--- src/rtl/demux_1x4_hs_pkg.sv ---
// Shared definitions for the registered 1-to-4 handshake demultiplexer.
// Holds the default data width, channel count and select encodings.
package demux_1x4_hs_pkg;

    localparam int WIDTH_DEF = 12;
    localparam int NOUT      = 4;

    typedef enum logic [1:0] {
        SEL_CH0 = 2'b00,
        SEL_CH1 = 2'b01,
        SEL_CH2 = 2'b10,
        SEL_CH3 = 2'b11
    } sel_e;

endpackage

--- src/rtl/demux_out_slot.sv ---
// One output channel: a single-word valid/data holding register.
// Ports: clk, reset, load, load_data, drain_ready -> valid, data, can_accept.
module demux_out_slot #(
    parameter int WIDTH = 12
) (
    input  logic             clk,
    input  logic             reset,
    input  logic             load,
    input  logic [WIDTH-1:0] load_data,
    input  logic             drain_ready,
    output logic             valid,
    output logic [WIDTH-1:0] data,
    output logic             can_accept
);

    logic             valid_q, valid_d;
    logic [WIDTH-1:0] data_q, data_d;

    // A full slot can still accept when its word leaves this cycle.
    assign can_accept = !valid_q || drain_ready;

    always_comb begin
        valid_d = valid_q;
        data_d  = data_q;
        if (load) begin
            // Load wins over drain so a refill causes no bubble.
            valid_d = 1'b1;
            data_d  = load_data;
        end else if (valid_q && drain_ready) begin
            // Data is kept on drain; only valid drops.
            valid_d = 1'b0;
        end
    end

    always_ff @(posedge clk) begin
        if (reset) begin
            valid_q <= 1'b0;
            data_q  <= '0;
        end else begin
            valid_q <= valid_d;
            data_q  <= data_d;
        end
    end

    assign valid = valid_q;
    assign data  = data_q;

endmodule

--- src/rtl/demux_1x4_hs.sv ---
// Registered 1-to-4 demultiplexer with per-channel valid/ready handshake.
// Ports: clk, reset, in_data/in_sel/in_valid -> in_ready; out_data/out_valid <- out_ready.
module demux_1x4_hs
    import demux_1x4_hs_pkg::*;
#(
    parameter int WIDTH = WIDTH_DEF
) (
    input  logic                  clk,
    input  logic                  reset,
    input  logic [WIDTH-1:0]      in_data,
    input  logic [1:0]            in_sel,
    input  logic                  in_valid,
    output logic                  in_ready,
    output logic [NOUT*WIDTH-1:0] out_data,
    output logic [NOUT-1:0]       out_valid,
    input  logic [NOUT-1:0]       out_ready
);

    logic [NOUT-1:0] load;
    logic [NOUT-1:0] can_accept;

    // Readiness follows the current select; held low during reset.
    assign in_ready = !reset && can_accept[in_sel];

    always_comb begin
        load = '0;
        if (in_valid && in_ready) begin
            case (in_sel)
                SEL_CH0: load = 4'b0001;
                SEL_CH1: load = 4'b0010;
                SEL_CH2: load = 4'b0100;
                SEL_CH3: load = 4'b1000;
                default: load = '0;
            endcase
        end
    end

    for (genvar k = 0; k < NOUT; k++) begin : g_slot
        demux_out_slot #(
            .WIDTH(WIDTH)
        ) u_slot (
            .clk        (clk),
            .reset      (reset),
            .load       (load[k]),
            .load_data  (in_data),
            .drain_ready(out_ready[k]),
            .valid      (out_valid[k]),
            .data       (out_data[k*WIDTH +: WIDTH]),
            .can_accept (can_accept[k])
        );
    end

endmodule

--- config.mk ---
export PLATFORM = sky130hd
export DESIGN_NAME = demux_1x4_hs
export DESIGN_NICKNAME = d
export VERILOG_FILES = /design/src/rtl/demux_1x4_hs_pkg.sv /design/src/rtl/demux_out_slot.sv /design/src/rtl/demux_1x4_hs.sv
export SDC_FILE = /design/constraint.sdc
export NUM_CORES = 1
export LEC_CHECK = 0
export CAP_MARGIN = 0
export CORE_ASPECT_RATIO = 0.9
export CORE_MARGIN = 4
export CORE_UTILIZATION = 39
export DETAILED_ROUTE_END_ITERATION = 10
export PLACE_DENSITY = 0.75
export REMOVE_ABC_BUFFERS = 1
export SKIP_LAST_GASP = 1
export SYNTH_ARGS = -nofsm -noshare
export SYNTH_HDL_FRONTEND = slang
export SYNTH_HIERARCHICAL = 1
export SYNTH_SLANG_ARGS = --single-unit
--- constraint.sdc ---
create_clock -name clk -period 1.45 [get_ports clk]
set_clock_uncertainty 0.05 [all_clocks]
set_input_delay 0.29 -clock clk [delete_from_list [all_inputs] [get_ports clk]]
set_output_delay 0.29 -clock clk [all_outputs]
set_load 0.03 [all_outputs]
**After elaboration in Yosys (flattened, before gate mapping)**

Index checks and enable logic that the tools add are counted.

- Reduce and logical (&&, ||, !) cells: 20
- Equal/unequal tests: 3
- $lt $le $gt $ge: 1
- Muxes and demuxes: 12

Operators by type and width:

| kind | number |
|---|---|
| $pmux W4 S4 | 1 |
| $mux W1 | 9 |
| $reduce_bool A2 Y1 | 4 |
| $logic_and A1 B1 Y1 | 6 |
| $logic_not A1 Y1 | 5 |
| $eq A2 B2 Y1 const B | 2 |
| $logic_or A1 B1 Y1 | 4 |
| $mux W4 | 1 |
| $lt A2 B3 Y1 const B | 1 |
| $bmux W1 S2 | 1 |
| $eq A2 B1 Y1 const B | 1 |
| $logic_not A2 Y1 | 1 |

- Output and inout port bits: 53
- Logic and storage cells: 44
- Input bits: 21
- Flip-flop bits (word level): 52

**Longest topological paths before layout**

Gate-level depths: netlist of run 1.

- Depth after elaboration: 8
- Mapped depth: 7
- Depth with buffers taken out: 5

**Modules after synthesis**

The synthesis of run 1 kept the hierarchy.

By module, submodules not included:

| module | instances | seq. area each (µm²) | cells each | area an instance (µm²) |
|---|---|---|---|---|
| demux_out_slot | 4 | 260.2 | 43 | 476.7 |
| demux_1x4_hs | 1 | 0.0 | 10 | 87.6 |

**Worst setup path before layout of run 1**

OpenSTA, ideal clock, no wires.

- Path type: reg2out
- From: reg g_slot[3].u_slot.valid_q
- To: out in_ready
- Stages on the path, launching flop included: 4
- Path buffers: 0
- Arrival: 1236 ps
- Slack: -126 ps
- Data required time: 1110 ps
- Cell sequence: dfxtp_1 > nand2b_1 > mux4_2 > nor2b_4

- Word-level cells in the longest chain between the ends: 5

RTL lines:

| what | RTL line | text |
|---|---|---|
| start, declared | demux_out_slot.sv:16 | `logic valid_q, valid_d;` |
| start signal, assigned | demux_out_slot.sv:40 | `valid_q <= valid_d;` |
| $logic_not A1 Y1 | demux_out_slot.sv:20 | `assign can_accept = !valid_q \|\| drain_ready;` |
| $logic_or A1 B1 Y1 | demux_out_slot.sv:20 |  |
| named net can_accept[3] | demux_1x4_hs.sv:20 | `logic [NOUT-1:0] can_accept;` |
| $bmux W1 S2 | demux_1x4_hs.sv:23 | `assign in_ready = !reset && can_accept[in_sel];` |
| $mux W1 (implied by the code) | demux_1x4_hs.sv:23 |  |
| $logic_and A1 B1 Y1 | demux_1x4_hs.sv:23 |  |
| end, declared | demux_1x4_hs.sv:13 | `output logic in_ready,` |

The timed path passes the listed nets, and every way through them passes these cells. The select of a mux whose other input is x is not followed.

**Worst setup path after layout of run 1**

Ends and elaborated chain as after synthesis.

==> results.md, run 1 <==
- Status: complete, but fails checks
- Failing checks: negative setup slack
- Crit path setup slack, layout: -0.345 ns
- Worst Path Max Fanout: 2
- Vias: 1544
- Fraction of layout cells with a size suffix above 1: 0.176
- CTS H-tree depth: 2
- Synth Register Bits: 52
- DR pass1 iterations: 4
- Slew headroom: 0.704
- Area fraction of the dominant cell type after synthesis: 0.522
- Most common cell after layout, fill and taps aside: dlygate4sd2_1
- Met1 Usage GRT: 0.185
- Fillers: 436
- N_diodes: 0
- Type of the worst setup path: reg2out
- Number of vias per cell: 4.58
- Number of global-route vias before repair: 1628
- Largest net degree at the start of global routing: 45
- Synthesized instance count: 182
- Initial DRC count: 46
- Max Slew Vio Count: 0
- Reg area: 0.00105 mm^2
- Post-synth EDFFs: 0
- Adder-Cell Fraction of Synth Area: 0
- CTS max path bufs: 2
- Rows: 24
- Utilization after layout: 0.620
- HP Class: in2reg
- Gp weighted congestion: 0.820
- I/O Pins: 74
- Hold_ws: 0.328 ns
- Synth area leaders: dfxtp_1, mux2i_1, nor2_1, buf_12, buf_6
- Final antenna-violating net count: 0
- Peak supply drop: 0.730 mV
- M3 GR Usage: 0.0519
- Setup violations, final: 17
- Main combinational cell family by area after synthesis: multiplexers
- Latest clock arrival within the worst-skew pair: roughly 0.30 ns
- Post-DP HPWL: 3.22 mm
- Asr flop ratio synth: 0
- Most frequent cells in the layout: dlygate4sd2_1, nor2_1, dfxtp_1
- Post-cts hold buffer count: 0
- I/O Buffers: 73
- Post-synthesis compound-gate area fraction: 0.0100
- Simple-gate area share of the yosys netlist: 0.136
- Crit start category: register
- Initial antenna violation count: 0
- CTS tree: built
- Routed WL: 5.10 mm
- Core Region: 0.00489 mm^2
- Total track usage: 0.160
- Max-Cap Viols: 0
- Final net count: 292
- Multi-input gate area: 872 um^2
- TritonCTS buffer count: 5
- Ys flop type: dfxtp_1
- Area leader, netlist: dfxtp_1
- Synth unique cells: 16
- Worst EP arrival: 1.45 ns
- Die width: around 83 um
- Synth Warn #: 6
- Die area: ~0.0063 mm^2
- Die height: 75.8 um
- Met2 Track Usage GR: 0.270
- Critical path required time: 1.11 ns
- Sequential area share after synthesis: 0.522
- Pre-CTS setup slack: -0.932 ns
- Hold Violations, Final: 0
- Worst Setup End Kind: primary output
- RSZ-0062 raised after global routing: yes
- Worst slew pin tran: 0.444 ns
- GRT Max-Usage Layer: met2
- Max frequency: ~560 MHz
- CTS clk-pin slew, worst paths: 0.09 ns
- Drt wl/cell: 15.1 um
- Gr ovfl total: 0
- Synthesized area per cell: ~11 um^2
- LEAKAGE: roughly 1.4 nW
- Initial core utilization: 0.407
- Syn-to-layout area delta: 52.3%
- Post-synthesis mux area share: 0.252
- Post-route DRC violation count: 0
- Synthesized cell area: 0.00199 mm^2
- Power Dens Cells: 878 mW/mm^2
- Fin crit period: between 1.5 and 2 ns
- Root Driver: clkbuf_8
- Post-Synth XOR/XNOR Area: 0
- First-pass GRT wire length: 7.80 mm
- Final Cycle Share: 1.24
- Clock Sinks: 52
[synthesized netlist by cell type (all sizes together) (2+ instances only)]
cell type and count:
dfxtp 52, nor2 50, mux2i 48, buf 12, a21oi 4, inv 4, nand2b 4, nand2 2
nor3b 2
[final timing paths]
path         cells past startpoint                startpoint                   endpoint  slack, ns
max                              4    g_slot[3].u_slot/valid                   in_ready      -0.34
min                              4                     reset     g_slot[2].u_slot/valid       0.33
max reg2reg                      6    g_slot[0].u_slot/valid  g_slot[0].u_slot/data[10]       0.04
min reg2reg                      2  g_slot[0].u_slot/data[2]   g_slot[0].u_slot/data[2]       0.44
[worst max-delay path, stage by stage (launching register included)]
cell and delay [ns]:
dfxtp_2 0.36, nand2b_4 0.06, mux4_2 0.46, nor2b_4 0.14, buf_6 0.13
[routing by layer]
metal / share of wire / wire length, um / vias to the layer above
li1: - / - / 776
met4: 0.021 / 106 / 0
met5: 0 / 0 / -
met3: 0.056 / 284 / 12
met2: 0.47 / 2390 / 52
met1: 0.45 / 2320 / 704
[power by group]
group	switching [mW]	internal, mW	total [mW]
Combinational	0.189	0.166	0.355
Clock	0.446	0.390	0.836
Sequential	0.0157	1.46	1.47
[cells by family (layout without fill, tap and decap cells)]
family | count (synthesis) | after routing
and+or+nand+nor | 61 | 61
muxes | 49 | 49
DFF | 52 | 52
AOI/OAI and AO/OA | 4 | 4
buffers and inverters | 16 | 106
[flip-flops by register name, indices dropped and copies added (netlist names)]
register             cells
g_slot.u_slot/data      48
g_slot.u_slot/valid      4
[metrics by stage]
step,instances,cell area [um^2],setup TNS (ns),power [mW]
floorplan,170,1850,-30.11,1.65
global placement,321,2810,-28.37,1.84
detailed placement,321,2810,-30.55,1.85
CTS,334,2930,-0.620,2.68
global route,337,3040,-1.63,2.78
finish,337,3040,-0.714,2.66
[repair_timing]
action,4_1_cts,5_1_grt
endpoints found under the hold margin,0,0
buffers inserted,4,4
cloned,1,2
pin swaps,3,4
gates resized for setup,83,14
endpoints found under the setup margin,104,51
[final cells by class]
class	count	share of cell area
Inverter	4	0.00494
Timing Repair Buffer	94	0.307
Sequential cell	52	0.344
Clock buffer	8	0.0297
Tap cell	65	0.0268
Multi-Input combinational cell	114	0.287
Note: power is estimated with default switching activity, not from simulation.
==> inputs of run 2 (changes only) <==
--- a/config.mk
+++ b/config.mk
@@ -8,10 +8,10 @@
 export CAP_MARGIN = 0
 export CORE_ASPECT_RATIO = 0.9
 export CORE_MARGIN = 4
-export CORE_UTILIZATION = 39
+export CORE_UTILIZATION = 50
 export DETAILED_ROUTE_END_ITERATION = 10
-export PLACE_DENSITY = 0.75
-export REMOVE_ABC_BUFFERS = 1
+export DONT_BUFFER_PORTS = 1
+export PLACE_DENSITY = 0.68
 export SKIP_LAST_GASP = 1
 export SYNTH_ARGS = -nofsm -noshare
 export SYNTH_HDL_FRONTEND = slang
==> results.md, run 2 (same netlist as run 1, synthesis figures left out) <==
- Hold EP: g_slot[3].u_slot/valid (was g_slot[2].u_slot/valid)
- Reg-to-Reg Start: g_slot[3].u_slot/valid (was g_slot[0].u_slot/valid)
- Initial core utilization: 0.527 (was 0.407)
- Vias: 1282 (was 1544)
- Largest net degree at the start of global routing: 56 (was 45)
- Crit path setup slack, layout: -0.246 ns (was -0.345 ns)
- Drt wl/cell: 17.4 um (was 15.1 um)
- HP Class: in2reg (unchanged)
- Fin crit period: 1.70 ns (was 1.79 ns)
- Utilization after layout: 0.583 (was 0.620)
- Post-DP HPWL: 3.05 mm (was 3.22 mm)
- Die height: 67.9 um (was 75.8 um)
- Gp weighted congestion: 0.723 (was 0.820)
- Rows: 21 (was 24)
- Initial antenna violation count: 0 (unchanged)
- Gr ovfl total: 0 (unchanged)
- Reg2reg setup slack: 0.05 ns (was 0.04 ns)
- Internal Power: 1.87 mW (was 2.01 mW)
- I/O Buffers: 0 (was 73)
- R2R Path End: g_slot[3].u_slot/data[1] (was g_slot[0].u_slot/data[10])
- Worst Setup End Kind: primary output (unchanged)
- Failing checks: negative hold slack, negative setup slack (was negative setup slack)
- Post-route DRC violation count: 0 (unchanged)
- Status: complete, but fails checks (unchanged)
- LEAKAGE: 0.786 nW (was 1.36 nW)
- Setup violations, final: 1 (was 17)
- Core Region: 0.00378 mm^2 (was 0.00489 mm^2)
- Fraction of layout cells with a size suffix above 1: 0.209 (was 0.176)
- Min-delay src: reset (unchanged)
- Max reg flops: 48 (unchanged)
- Final net count: 216 (was 292)
- Hold_ws: -0.00455 ns (was 0.328 ns)
- R2r worst-path depth: 8 (was 6)
- Worst slew pin tran: 0.359 ns (was 0.444 ns)
- Root Driver: clkbuf_8 (unchanged)
- Final cell count without fillers: 242 (was 337)
- Die area: 0.00506 mm^2 (was 0.00632 mm^2)
- N_diodes: 0 (unchanged)
- Syn-to-layout area delta: 10.7% (was 52.3%)
- Max-Cap Viols: 0 (unchanged)
- Final Cycle Share: 1.17 (was 1.24)
- Clock Sinks: 52 (unchanged)
- Sequential share of power: 0.620 (was 0.553)
- Crit start category: register (unchanged)
- CTS tree: built (unchanged)
- Max frequency: 590 MHz (was 557 MHz)
- Total track usage: 0.168 (was 0.160)
- TritonCTS buffer count: 5 (unchanged)
- Max Slew Vio Count: 0 (unchanged)
- Hold Path Stages: 1 (was 4)
- Clock share of power: 0.329 (was 0.314)
- Worst EP arrival: 1.36 ns (was 1.45 ns)
- Most frequent cells in the layout: nor2_1, dfxtp_1, mux2i_1 (was dlygate4sd2_1, nor2_1, dfxtp_1)
- Type of the worst setup path: reg2out (unchanged)
- Switch Pwr: 0.610 mW (was 0.651 mW)
- Power Dens Cells: 1120 mW/mm^2 (was 878 mW/mm^2)
- Met1 Usage GRT: 0.204 (was 0.185)
- Pre-CTS setup slack: -0.0621 ns (was -0.932 ns)
- Inst Count DP: 231 (was 321)
- Peak supply drop: 0.717 mV (was 0.730 mV)
- Die width: 74.6 um (was 83.4 um)
- Number of global-route vias before repair: 1291 (was 1628)
- Hold Violations, Final: 3 (was 0)
- Switching share of power: 0.246 (was 0.244)
- Critical path required time: 1.11 ns (about the same)
- Latest clock arrival within the worst-skew pair: 0.30 ns (about the same)
- First-pass GRT wire length: 6.40 mm (was 7.80 mm)
- Synthesized net count: between 200 and 250
- Initial DRC count: 66 (was 46)
- Number of vias per cell: 5.30 (was 4.58)
- Worst Path Max Fanout: 2 (unchanged)
- TNS Setup: -0.246 ns (was -0.714 ns)
- DR pass1 iterations: 5 (was 4)
- M3 GR Usage: 0.0690 (was 0.0519)
- I/O Pins: 74 (unchanged)
- Total power: 2.48 mW (was 2.66 mW)
- CTS max path bufs: 2 (unchanged)
- Combinational share of power: 0.051 (was 0.133)
- Slew headroom: 0.761 (was 0.704)
- CTS clk-pin slew, worst paths: 0.09 ns (about the same)
- CTS H-tree depth: 2 (unchanged)
- RSZ-0062 raised after global routing: yes (unchanged)
- Routed WL: 4.21 mm (was 5.10 mm)
- GRT Max-Usage Layer: met2 (unchanged)
- Met2 Track Usage GR: 0.268 (was 0.270)
- Final antenna-violating net count: 0 (unchanged)
==> run 2: changes by cell type in the layout (fill, tap and decap cells not counted), sizes merged <==
cell	delta
clkinv	+1
clkdlybuf4s15	-2
clkbuf	-6
buf	-3
clkinvlp	+2
clkdlybuf4s50	-12
dlygate4sd2	-56
==> run 2: how the worst max path moves through the flow <==
stage | startpoint | to | slack, ns | cells past startpoint
finish | g_slot[3].u_slot/valid | in_ready | -0.25 | 3
global route | g_slot[0].u_slot/valid | in_ready | -0.29 | 3
CTS | g_slot[3].u_slot/valid | in_ready | -0.25 | 3
detailed placement | in_sel[0] | g_slot[0].u_slot/data[7] | -0.06 | 5
global placement | in_sel[0] | g_slot[0].u_slot/data[8] | -0.04 | 5
floorplan | in_sel[0] | g_slot[0].u_slot/data[0] | -0.04 | 6
==> run 2: area by class of cell <==
cell class,instances,area (um^2)
Clock inverter,3,23.8
Inverter,4,15.0
Fill cell,325,1580
Multi-Input combinational cell,114,842
Clock buffer,5,68.8
Timing Repair Buffer,18,154
Sequential cell,52,1050
Tap cell,46,57.6
==> run 2: stage by stage <==
step	cell area, um^2	hold WS (ns)
4_1_cts	2140	-0.0154
5_1_grt	2210	-0.0224
3_5_place_dp	2040	0.308
3_3_place_gp	2040	0.308
6_report	2210	-0.00455
2_1_floorplan	2000	0.302
==> run 2: repair_timing <==
| action | 4_1_cts | 5_1_grt |
|---|---|---|
| gates resized for setup | 0 | 13 |
| endpoints found under the hold margin | 48 | 47 |
| pin swaps | 0 | 4 |
| setup endpoints to repair | 1 | 25 |
| setup buffers | 2 | 2 |
==> run 2: critical path: stages (launching register included) <==
cell	delay [ns]
dfxtp_2	0.34
nand2b_1	0.08
mux4_2	0.47
nor2b_4	0.17
==> run 2: power by group through the flow <==
stage | logic, mW | registers (mW) | clock network (mW)
floorplan | 0.115 | 1.57 | 0
global placement | 0.111 | 1.57 | 0
detailed placement | 0.115 | 1.57 | 0
CTS | 0.116 | 1.54 | 0.843
global route | 0.138 | 1.54 | 0.907
finish | 0.126 | 1.54 | 0.815
==> run 2: per-layer routing <==
| metal | vias up | share of wire |
|---|---|---|
| li1 | 617 | - |
| met1 | 611 | 0.39 |
| met2 | 50 | 0.51 |
| met3 | 4 | 0.091 |
| met4 | 0 | 0.0071 |
| met5 | - | 0 |
